===== src/rtl/uart_rx.sv =====
// ---------------------------------------------------------------------------
// uart_rx
//
// Oversampling UART receiver. The asynchronous serial line is synchronized,
// each bit is divided into 16 ticks, and the bit value is the majority of the
// samples at ticks 7, 8 and 9. The frame is 1 start bit, 8 data bits (LSB
// first), an optional parity bit and 1 stop bit. A received byte sits in a
// one-entry output register with a valid/ready handshake.
//
// Parameters
//   SYNC_STAGES  number of rxd synchronizer flops (2 or 3)
//
// Ports
//   clk          block clock, rising edge
//   rstn         asynchronous active-low reset
//   rxd          serial line, idles high
//   rx_oen       pad output-enable, tied to 1 (pad is always an input)
//   baud_div     one oversample tick every baud_div+1 clk cycles
//   parity_en    1 = a parity bit follows the data bits
//   parity_odd   1 = odd parity, 0 = even parity
//   rx_data      received byte
//   rx_valid     rx_data holds a byte not yet consumed
//   rx_ready     consumer takes rx_data when rx_valid && rx_ready
//   frame_err    one-cycle pulse: stop bit sampled low
//   parity_err   one-cycle pulse: parity mismatch with a good stop bit
//   overrun_err  one-cycle pulse: byte dropped because rx_data was full
//   busy         high whenever the receiver is not idle
// ---------------------------------------------------------------------------
module uart_rx #(
    parameter int SYNC_STAGES = 2
) (
    input  logic        clk,
    input  logic        rstn,
    input  logic        rxd,
    output logic        rx_oen,
    input  logic [15:0] baud_div,
    input  logic        parity_en,
    input  logic        parity_odd,
    output logic [7:0]  rx_data,
    output logic        rx_valid,
    input  logic        rx_ready,
    output logic        frame_err,
    output logic        parity_err,
    output logic        overrun_err,
    output logic        busy
);

    typedef enum logic [2:0] {
        IDLE,
        START,
        DATA,
        PARITY,
        STOP,
        BREAK
    } state_t;

    state_t                  state;
    logic [SYNC_STAGES-1:0]  sync_q;
    logic                    rxd_s;
    logic                    rxd_prev;
    logic [15:0]             div_cnt;
    logic [3:0]              tick_cnt;
    logic [2:0]              bit_cnt;
    logic [7:0]              shift_q;
    logic                    samp7;
    logic                    samp8;
    logic [15:0]             baud_div_q;
    logic                    parity_en_q;
    logic                    parity_odd_q;
    logic                    parity_bad;

    logic                    tick;
    logic                    fall;
    logic                    majority;
    logic                    counting;

    // The pad is never driven by this block.
    assign rx_oen = 1'b1;

    // Synchronizer resets to the idle (high) line level so that reset
    // release on an idle line produces no false start edge.
    always_ff @(posedge clk or negedge rstn) begin
        if (!rstn) begin
            sync_q   <= '1;
            rxd_prev <= 1'b1;
        end else begin
            sync_q   <= {sync_q[SYNC_STAGES-2:0], rxd};
            rxd_prev <= rxd_s;
        end
    end

    assign rxd_s    = sync_q[SYNC_STAGES-1];
    assign fall     = rxd_prev & ~rxd_s;
    assign tick     = (div_cnt == baud_div_q);
    assign counting = (state == START) || (state == DATA) ||
                      (state == PARITY) || (state == STOP);

    // The third vote is the live synchronized sample at tick 9.
    assign majority = (samp7 & samp8) | (samp7 & rxd_s) | (samp8 & rxd_s);

    // Receiver FSM, baud divider, data path and output register.
    always_ff @(posedge clk or negedge rstn) begin
        if (!rstn) begin
            state        <= IDLE;
            div_cnt      <= '0;
            tick_cnt     <= '0;
            bit_cnt      <= '0;
            shift_q      <= '0;
            samp7        <= 1'b0;
            samp8        <= 1'b0;
            baud_div_q   <= '0;
            parity_en_q  <= 1'b0;
            parity_odd_q <= 1'b0;
            parity_bad   <= 1'b0;
            rx_data      <= '0;
            rx_valid     <= 1'b0;
            frame_err    <= 1'b0;
            parity_err   <= 1'b0;
            overrun_err  <= 1'b0;
            busy         <= 1'b0;
        end else begin
            frame_err   <= 1'b0;
            parity_err  <= 1'b0;
            overrun_err <= 1'b0;

            // A pop clears the register; a delivery in the same cycle
            // overrides this and keeps rx_valid set with the new byte.
            if (rx_valid && rx_ready) begin
                rx_valid <= 1'b0;
            end

            if (counting) begin
                if (tick) begin
                    div_cnt  <= '0;
                    tick_cnt <= tick_cnt + 4'd1;
                    if (tick_cnt == 4'd7) begin
                        samp7 <= rxd_s;
                    end
                    if (tick_cnt == 4'd8) begin
                        samp8 <= rxd_s;
                    end
                end else begin
                    div_cnt <= div_cnt + 16'd1;
                end
            end

            case (state)
                IDLE: begin
                    if (fall) begin
                        state        <= START;
                        busy         <= 1'b1;
                        div_cnt      <= '0;
                        tick_cnt     <= '0;
                        baud_div_q   <= baud_div;
                        parity_en_q  <= parity_en;
                        parity_odd_q <= parity_odd;
                    end
                end

                START: begin
                    if (tick && tick_cnt == 4'd9 && majority) begin
                        // Line was back high mid start bit: treat as a glitch.
                        state <= IDLE;
                        busy  <= 1'b0;
                    end else if (tick && tick_cnt == 4'd15) begin
                        state      <= DATA;
                        bit_cnt    <= '0;
                        parity_bad <= 1'b0;
                    end
                end

                DATA: begin
                    if (tick && tick_cnt == 4'd9) begin
                        shift_q <= {majority, shift_q[7:1]};
                    end
                    if (tick && tick_cnt == 4'd15) begin
                        if (bit_cnt == 3'd7) begin
                            state <= parity_en_q ? PARITY : STOP;
                        end else begin
                            bit_cnt <= bit_cnt + 3'd1;
                        end
                    end
                end

                PARITY: begin
                    if (tick && tick_cnt == 4'd9) begin
                        parity_bad <= (majority != ((^shift_q) ^ parity_odd_q));
                    end
                    if (tick && tick_cnt == 4'd15) begin
                        state <= STOP;
                    end
                end

                STOP: begin
                    if (tick && tick_cnt == 4'd9) begin
                        if (!majority) begin
                            // A low stop bit usually means a break; wait
                            // for the line to recover before re-arming.
                            frame_err <= 1'b1;
                            state     <= BREAK;
                        end else if (parity_bad) begin
                            parity_err <= 1'b1;
                            state      <= IDLE;
                            busy       <= 1'b0;
                        end else begin
                            state <= IDLE;
                            busy  <= 1'b0;
                            if (!rx_valid || rx_ready) begin
                                rx_data  <= shift_q;
                                rx_valid <= 1'b1;
                            end else begin
                                overrun_err <= 1'b1;
                            end
                        end
                    end
                end

                BREAK: begin
                    if (rxd_s) begin
                        state <= IDLE;
                        busy  <= 1'b0;
                    end
                end

                default: begin
                    state <= IDLE;
                    busy  <= 1'b0;
                end
            endcase
        end
    end

endmodule


===== config.mk =====
export PLATFORM = sky130hd
export DESIGN_NAME = uart_rx
export DESIGN_NICKNAME = d
export VERILOG_FILES = /design/src/rtl/uart_rx.sv
export SDC_FILE = /design/constraint.sdc
export NUM_CORES = 1
export LEC_CHECK = 0
export CAP_MARGIN = 10
export CORE_ASPECT_RATIO = 1.4
export CORE_MARGIN = 3
export CORE_UTILIZATION = 38
export DETAILED_ROUTE_END_ITERATION = 8
export GPL_TIMING_DRIVEN = 0
export PLACE_DENSITY = 0.57
export SLEW_MARGIN = 15
export SYNTH_ARGS = -nofsm -noshare
export SYNTH_HDL_FRONTEND = slang
export SYNTH_SLANG_ARGS = --single-unit

===== constraint.sdc =====
create_clock -name clk -period 2.3 [get_ports clk]
set_clock_uncertainty 0.05 [all_clocks]
set_input_delay 0.23 -clock clk [delete_from_list [all_inputs] [get_ports clk]]
set_output_delay 0.23 -clock clk [all_outputs]
set_load 0.1 [all_outputs]

Word-level counts from Yosys, hierarchy flattened
Cells that the tools add are included.
- bits in registers: 71
- input port bits: 22
- output and inout port bits: 14
- add/subtract/negate cells: 3
- equality and inequality tests: 25
- mux-type cells: 52
- bitwise operators: 10
- reductions and logical operators: 23
- operators with widths (kind ; count):
    16-bit two-way mux ; 4
    3-bit two-way mux ; 14
    1-bit two-way mux ; 26
    3-bit case mux with 6 select lines ; 1
    16-bit by 1-bit adder with 16-bit output, second input constant ; 1
    16-bit equality test ; 1
    4-bit two-way mux ; 4
    2-bit by 1-bit != test with 1-bit output, second input constant ; 7
    4-bit equality test, second input constant ; 3
    2-bit != test, second input constant ; 5
    5-bit AND reduction ; 2
    3-bit equality test, second input constant ; 3
    8-bit parity ; 1
    7-bit AND reduction ; 1
    3-bit by 2-bit equality test with 1-bit output, second input constant ; 2
    3-bit case mux with 2 select lines ; 1
    3-bit AND reduction ; 2
    6-bit AND reduction ; 1
    1-bit case mux with 5 select lines ; 1
    4-bit by 1-bit adder with 4-bit output, second input constant ; 1
    1-bit bitwise AND ; 4
    4-bit by 3-bit equality test with 1-bit output, second input constant ; 1
    1-bit logical AND ; 4
    1-bit logical OR ; 4
    other kinds (14) ; 19

Logic depth before layout (Yosys ltp)
Gate-level depths: netlist (run 1).
- depth in word-level cells: 7
- mapped depth: 9
- mapped depth without buffers: 8

Worst setup path after synthesis (run 1)
No wires, ideal clock.
- kind: register to register
- start: register div_cnt[12]
- end: register rx_data[0]
- setup time: 125 ps
- arrival time: 2015 ps
- required time: 2125 ps
- path slack: 109 ps
- stages on the path, launching flop included: 6
- period minus slack after synthesis: 2191 ps
- cell sequence: dfrtp_1 -> xor2_1 -> nor4_1 -> nand4_2 -> nor4b_4 -> mux2_2
- word-level cells in the longest chain between the ends: 3
- ends and longest elaborated chain (item ; RTL line ; RTL):
    start, declared ; 61 ; logic [15:0] div_cnt;
    start signal, assigned ; 143 ; div_cnt <= div_cnt + 16'd1;
    16-bit equality test ; 94 ; assign tick = (div_cnt == baud_div_q);
    1-bit logical AND ; 195 ; if (tick && tick_cnt == 4'd9) begin
    5-bit AND reduction (no source line) ; - ;
    end signal, assigned ; 209 ; rx_data <= shift_q;
    end, declared ; 39 ; output logic [7:0] rx_data,
Every way passes these cells.
A chain may end at the register's enable or synchronous reset.

Final worst setup path (run 1)
- start: register baud_div_q[13]
- end: register shift_q[5]
- word-level cells in the longest chain between the ends: 3
- ends and longest elaborated chain (item ; RTL line ; RTL):
    start, declared ; 67 ; logic [15:0] baud_div_q;
    start signal, assigned ; 154 ; baud_div_q <= baud_div;
    16-bit equality test ; 94 ;
    1-bit logical AND ; 173 ; if (tick && tick_cnt == 4'd9) begin
    2-bit AND reduction (no source line) ; - ;
    end signal, assigned ; 174 ; shift_q <= {majority, shift_q[7:1]};
    end, declared ; 64 ; logic [7:0] shift_q;
Every way passes these cells.

==> results of run 1 <==
## routing by layer
layer	wire [µm]	share of wire
met5	0	0
met4	110	0.016
met3	280	0.040
met2	3640	0.51
met1	3040	0.43
## report_power, final
part	switching, mW	internal, mW
Clock	0.502	1.08
Combinational	0.733	0.615
Sequential	0.211	1.50
Total	1.45	3.20
## cells in the final DEF, fill, tap and decap left out, types with 8 or more instances in the layout
master,synthesis,layout
nand3_1,8,8
nand2_1,18,17
mux2_2,36,28
mux2_4,0,8
nor2_1,35,34
clkdlybuf4s50_1,0,33
buf_4,3,11
xnor2_1,13,13
dfrtp_1,68,65
xor2_1,30,29
clkbuf_16,0,9
## layout make-up
type                       count  area [µm²]
inverter                       5        18.8
tap                          105         131
clock inverter                 6         108
fill                         795        4220
multi-input combinational    217        1720
clock buffer                  10         239
timing repair buffer          46         454
buffer                        11        76.3
sequential                    71        1780
## logic make-up (layout without fill, tap and decap cells)
group | after synthesis | in the layout
buf+inv | 17 | 78
flops | 71 | 71
fa+ha+maj | 7 | 7
compound gates | 29 | 29
mux | 38 | 38
simple gates | 99 | 99
xor+xnor | 43 | 43
other cells | 1 | 1
## repair_timing
item / in CTS / in global routing
hold endpoints to repair: 12 / 0
buffers inserted: 5 / 5
resized for setup: 9 / 31
endpoints found under the setup margin: 39 / 49
pin swaps: 7 / 6
hold buffers: 1 / 0
## Yosys cell counts, drive strengths merged (5+ instances only)
cell,number,area [µm²]
xnor2,13,114
nor3,5,30.0
nand3,8,40.0
nand2,18,67.6
mux2,36,405
a21oi,5,25.0
ha,6,75.1
dfrtp,68,1700
o21ai,6,30.0
nor4,5,37.5
clkbuf,8,31.3
xor2,30,263
nor2,35,131
inv,5,18.8
## metrics by stage
| stage | setup TNS, ps | cells | setup WS [ps] | area (µm²) |
|---|---|---|---|---|
| floorplan | 0 | 305 | 109 | 3490 |
| global placement | -117950 | 444 | -1560 | 3960 |
| detailed placement | -9980 | 445 | -426 | 3980 |
| CTS | -71.3 | 466 | -13.0 | 4410 |
| global route | -224 | 471 | -33.5 | 4530 |
| finish | 0 | 471 | 40.6 | 4530 |
## worst register-to-register path: stages, from the launching register on
cell,delay (ps)
dfrtp_1,410
xor2_2,190
nor4_2,290
buf_4,180
and4_4,210
buf_6,130
and4_1,200
buf_6,170
mux2_4,310
## sequential cells by signal (all words and copies together), names as in the netlist
register      count
sync_q            2
rx_valid          1
frame_err         1
parity_en_q       1
rxd_prev          1
parity_bad        1
parity_err        1
parity_odd_q      1
shift_q           8
samp8             1
bit_cnt           3
baud_div_q       16
overrun_err       1
tick_cnt          4
rx_data           8
busy              1
state             3
samp7             1
div_cnt          16
## worst max path at each step
stage,startpoint,endpoint,slack (ps)
3_3_place_gp,rstn,rx_data[5],-1560
3_5_place_dp,div_cnt[6],rx_data[2],-430
5_1_grt,baud_div_q[13],shift_q[3],-30
4_1_cts,div_cnt[3],rx_data[2],-10
2_1_floorplan,div_cnt[12],rx_data[0],110
6_report,baud_div_q[13],shift_q[5],40
==> Implementation_results.wiki, run 1 <==
{| class="wikitable"
! Metric !! Value
|-
| Per-cell routed wire length || ~15 µm
|-
| Synthesized cell area || 0.00349 mm²
|-
| Top cell family by delay on the critical path || simple AND/OR/NAND/NOR gates
|-
| Fraction of met3 tracks used by global routing || 0.0394
|-
| Worst-case register-to-register setup slack || 40 ps
|-
| Total power consumption of the routed design || 4.65 mW
|-
| Cell count after synthesis || 305
|-
| Total clock buffers created by CTS || 9
|-
| Cell at the slowest stage of the critical path || dfrtp_1
|-
| Vias per std cell || 5.15
|-
| Crit path depth || 8
|-
| CTS tree || yes
|-
| Total of flip-flops plus latches after synthesis || 71
|-
| Die W || 86.9 µm
|-
| Die area || between 0.01 and 0.015 mm²
|-
| Number of DRC markers after the initial detailed-route iteration || 73
|-
| Cell Rows || 40
|-
| Source of the worst register-to-register timing path || baud_div_q[13]
|-
| Number of global-route vias before repair || around 2400
|-
| Simple-Gate Fraction of Synth Area || 0.154
|-
| Worst path arrival time || around 2400 ps
|-
| Worst reg2reg path depth || 8
|-
| Effective utilization at floorplan || 0.398
|-
| Pin count of the biggest net entering global routing || 60
|-
| RSZ-0062 raised after global routing || yes
|-
| Power density over cell area || 1020 mW/mm²
|-
| Distinct cell type count of the synthesized netlist || 54
|-
| Post-synthesis average cell area || roughly 11 µm²
|-
| Final antenna-violating net count || 0
|-
| Number of detailed-route iterations in the first pass || 4
|-
| Clock tree sinks || 71
|-
| Total count of max-transition violations in the final report || 0
|-
| Wire length of the first global-routing pass || 11.8 mm
|-
| Routability-driven placement congestion ratio || 0.831
|-
| Total detailed-routing wirelength || 7.06 mm
|-
| Biggest cell delay along the critical path || 410 ps
|-
| Half-perimeter wire length of the detailed placement result || 4.91 mm
|-
| Crit-path cells || xor2_2 -> nor4_2 -> buf_4 -> and4_4 -> buf_6 -> and4_1 -> buf_6 -> mux2_4
|-
| Post-synthesis share of cell area spent on xor and xnor gates || 0.108
|-
| Synthesis Warnings || 0
|-
| GR met1 Demand/Resource || 0.186
|-
| Leakage power figure || ~2.1 nW
|-
| Count of buffers from port buffering || 34
|-
| Async set-or-reset flop fraction in the synthesized netlist || 1.00
|-
| Residual overflow from global routing || 0
|-
| Post-Route Utilization || 0.518
|-
| Cell with the most instances on the worst path || buf_6
|-
| Clock slew at the register clock pins of the worst setup and hold paths || about 60 ps
|-
| Finish-stage setup viols || 0
|-
| Fraction of the yosys area taken by sequential cells || 0.511
|-
| Peak Freq || ~440 MHz
|-
| Total count of hold-check failures in the final report || 0
|-
| Highest fanout seen on the critical path || 8
|-
| Met2 track demand over resource || 0.235
|-
| Capture point of the worst reg-to-reg path || shift_q[5]
|-
| Fraction of final layout cells with drive strength greater than 1 || 0.268
|-
| Chip Height || 119 µm
|-
| Total Nets Final || 389
|-
| Placeable core region || 0.00876 mm²
|-
| Critical path class || flop to flop
|-
| Slew headroom || 0.351
|-
| Kind of start point of the critical path || flop
|-
| DRC violation count after routing || 0
|-
| Clock network latency to the later pin of the worst-skew pair || approximately 330 ps
|-
| Antenna cell count || 0
|-
| Min-Delay Path Class || input pin to async pin
|-
| Most common flop cell mapped by yosys || dfrtp_1
|-
| H-tree Lvls || 3
|-
| Kind of end point of the critical path || flop
|-
| Peak supply drop || roughly 710 µV
|-
| Fraction of the cycle the final worst path needs || 0.982
|-
| Worst hold slack after final layout || 242 ps
|-
| WP buf/inv || 3
|-
| Count of flip-flops with a built-in enable after synthesis || 0
|-
| Number of vias in the routed layout || about 2400
|-
| Post-synthesis adder-cell area fraction || 0.0244
|-
| Area grow syn2layout || 30.1%
|-
| Fraction of synthesized area in multiplexers || 0.122
|-
| Largest family of logic cells by synthesized area || simple AND/OR/NAND/NOR gates
|-
| Number of nets in the synthesized netlist || about 330
|-
| Result of the run || finished, final reports clean
|-
| Post-synthesis compound-gate area fraction || 0.0574
|-
| Number of violations of the max-capacitance limit || 0
|-
| Busiest grt layer || met2
|-
| Actual slew at the worst max-slew pin || 970 ps
|-
| Total global routing track utilization || 0.147
|-
| Cell at the root of the clock tree || clkbuf_16
|-
| Number of primary I/O pins || 36
|-
| Max clock buf depth || 2
|-
| Final critical delay including setup and external delays || 2260 ps
|-
| Data required time at the worst endpoint || 2460 ps
|-
| Antenna violations before repair || 0
|}
No activity file was read; power rests on OpenSTA's default activity.
==> inputs of run 2 (changes only) <==
SKIP_CTS_REPAIR_TIMING = 1   (was not set)
==> Implementation_results.wiki, run 2 (synthesis gave the netlist of run 1 again) <==
{| class="wikitable"
! Metric !! Value
|-
| Max clock buf depth || 2 (unchanged)
|-
| Pin count of the biggest net entering global routing || 60 (unchanged)
|-
| Routability-driven placement congestion ratio || 0.831 (unchanged)
|-
| Total Nets Final || 389 (unchanged)
|-
| Slew headroom || 0.351 (unchanged)
|-
| Antenna violations before repair || 0 (unchanged)
|-
| Residual overflow from global routing || 0 (unchanged)
|-
| Finish-stage setup viols || 0 (unchanged)
|-
| Post-layout instance count excluding filler cells || 471 (unchanged)
|-
| Most frequent cells in the layout || dfrtp_1 (67), nor2_1 (34), clkdlybuf4s50_1 (33) (was dfrtp_1 (65), nor2_1 (34), clkdlybuf4s50_1 (33))
|-
| Placeable core region || 0.00876 mm² (unchanged)
|-
| Min-Delay Path Class || input pin to async pin (unchanged)
|-
| Chip Height || 119 µm (unchanged)
|-
| Most common library cell in the layout ignoring fill and taps || dfrtp_1 (unchanged)
|-
| CTS tree || yes (unchanged)
|-
| Number of global-route vias before repair || 2351 (was 2384)
|-
| Clock slew at the register clock pins of the worst setup and hold paths || 60 ps (about the same)
|-
| Half-perimeter wire length of the detailed placement result || 4.91 mm (unchanged)
|-
| Cell Rows || 40 (unchanged)
|-
| Count of buffers from port buffering || 34 (unchanged)
|-
| Critical path class || flop to flop (unchanged)
|-
| Leakage power figure || 2.07 nW (about the same)
|-
| Layout fillers || 786 (was 795)
|-
| Post-Route Utilization || 0.520 (was 0.518)
|-
| Kind of end point of the critical path || flop (unchanged)
|-
| Die area || 0.0104 mm² (unchanged)
|-
| Highest fanout seen on the critical path || 8 (unchanged)
|-
| Crit-path cells || xor2_2 -> nor4_4 -> and4_4 -> buf_8 -> and4_1 -> buf_6 -> mux2_4 (was xor2_2 -> nor4_2 -> buf_4 -> and4_4 -> buf_6 -> and4_1 -> buf_6 -> mux2_4)
|-
| Number of primary I/O pins || 36 (unchanged)
|-
| Kind of start point of the critical path || flop (unchanged)
|-
| RSZ-0062 raised after global routing || yes (unchanged)
|-
| Switching power total || 1.47 mW (was 1.45 mW)
|-
| Total global routing track utilization || 0.145 (was 0.147)
|-
| Fraction of final layout cells with drive strength greater than 1 || 0.262 (was 0.268)
|-
| Final critical delay including setup and external delays || 2240 ps (was 2260 ps)
|-
| Cell at the root of the clock tree || clkbuf_16 (unchanged)
|-
| Net switching share of the total power || 0.315 (was 0.311)
|-
| Per-cell routed wire length || 14.9 µm (was 15.0 µm)
|-
| Total detailed-routing wirelength || 7.03 mm (was 7.06 mm)
|-
| Leading registers by flop count || baud_div_q (16), div_cnt (16) (unchanged)
|-
| Actual slew at the worst max-slew pin || 970 ps (about the same)
|-
| Final antenna-violating net count || 0 (unchanged)
|-
| Placed insts || 445 (unchanged)
|-
| Peak supply drop || 714 µV (was 715 µV)
|-
| Total count of max-transition violations in the final report || 0 (unchanged)
|-
| Power density over cell area || 1030 mW/mm² (was 1020 mW/mm²)
|-
| Total clock buffers created by CTS || 9 (unchanged)
|-
| Peak Freq || 447 MHz (was 443 MHz)
|-
| Worst path arrival time || 2400 ps (was 2420 ps)
|-
| H-tree Lvls || 3 (unchanged)
|-
| WP buf/inv || 2 (was 3)
|-
| Number of detailed-route iterations in the first pass || 4 (unchanged)
|-
| Number of violations of the max-capacitance limit || 0 (unchanged)
|-
| Total count of hold-check failures in the final report || 0 (unchanged)
|-
| Data required time at the worst endpoint || 2460 ps (about the same)
|-
| Cell internal pwr || 3.20 mW (about the same)
|-
| Biggest cell delay along the critical path || 410 ps (about the same)
|-
| Top cell family by delay on the critical path || simple AND/OR/NAND/NOR gates (unchanged)
|-
| Wire length of the first global-routing pass || 11.6 mm (was 11.8 mm)
|-
| Power share of the sequential group || 0.366 (was 0.369)
|-
| Clock tree sinks || 71 (unchanged)
|-
| Area grow syn2layout || 30.6% (was 30.1%)
|-
| Fraction of the cycle the final worst path needs || 0.973 (was 0.982)
|-
| Clock network latency to the later pin of the worst-skew pair || 330 ps (about the same)
|-
| Cell at the slowest stage of the critical path || dfrtp_1 (unchanged)
|-
| Fraction of power consumed by the clock network || 0.340 (was 0.341)
|-
| Vias per std cell || 5.13 (was 5.15)
|-
| Antenna cell count || 0 (unchanged)
|-
| Number of vias in the routed layout || 2416 (was 2428)
|-
| Number of DRC markers after the initial detailed-route iteration || 87 (was 73)
|-
| Combinational Power Share || 0.294 (was 0.290)
|-
| Result of the run || finished, final reports clean (unchanged)
|-
| Effective utilization at floorplan || 0.398 (unchanged)
|-
| Die W || 86.9 µm (unchanged)
|-
| DRC violation count after routing || 0 (unchanged)
|}
[run 2: cell counts in the layout (fill, tap and decap cells not counted)]
Identical to the previous run, type by type.
[run 2: through the flow]
stage | TNS, ps | hold slack, ps | area (µm²) | power, mW | setup WS (ps)
2_1_floorplan | 0 | -116 | 3490 | 2.59 | 109
3_3_place_gp | -117950 | 297 | 3960 | 2.90 | -1560
3_5_place_dp | -9980 | 48.4 | 3980 | 2.92 | -426
4_1_cts | -9180 | -311 | 4330 | 4.55 | -398
5_1_grt | -393 | 258 | 4550 | 4.96 | -38.3
6_report | 0 | 242 | 4550 | 4.67 | 61.4
[run 2: layer usage]
layer | GRT usage | wire, µm
met4 | 0.0565 | 155
met1 | 0.185 | 2980
met5 | 0 | 0
met3 | 0.0401 | 321
met2 | 0.229 | 3580
[run 2: final timing paths]
kind / start / end / slack [ps] / cells after the start
min reg2reg: sync_q[0] / sync_q[1] / 300 / 0
min: rstn / baud_div_q[11] / 240 / 2
min in group clk: rxd / sync_q[0] / 260 / 1
max: baud_div_q[13] / shift_q[3] / 60 / 7
max reg2reg: baud_div_q[13] / shift_q[3] / 60 / 7
max in group asynchronous: rstn / sync_q[1] / 1380 / 3
[run 2: layout make-up]
class,count,area (µm²),share of cell area
Timing Repair Buffer,46,454,0.0998
Clock buffer,10,239,0.0525
Buffer,11,80.1,0.0176
Sequential cell,71,1780,0.391
Tap cell,105,131,0.0289
Multi-Input combinational cell,217,1740,0.382
Clock inverter,6,108,0.0236
Inverter,5,18.8,0.00412
[run 2: worst reg2reg max path, cell delays in order, from the launching register on]
cell     delay, ps
dfrtp_1        410
xor2_2         210
nor4_4         360
and4_4         280
buf_8          130
and4_1         200
buf_6          160
mux2_4         310
[run 2: power by group through the flow]
stage	Clock [mW]	Combinational (mW)	Sequential (mW)
3_3_place_gp	0	1.17	1.73
3_5_place_dp	0	1.19	1.74
4_1_cts	1.64	1.19	1.71
2_1_floorplan	0	0.864	1.73
6_report	1.59	1.37	1.71
5_1_grt	1.70	1.52	1.75
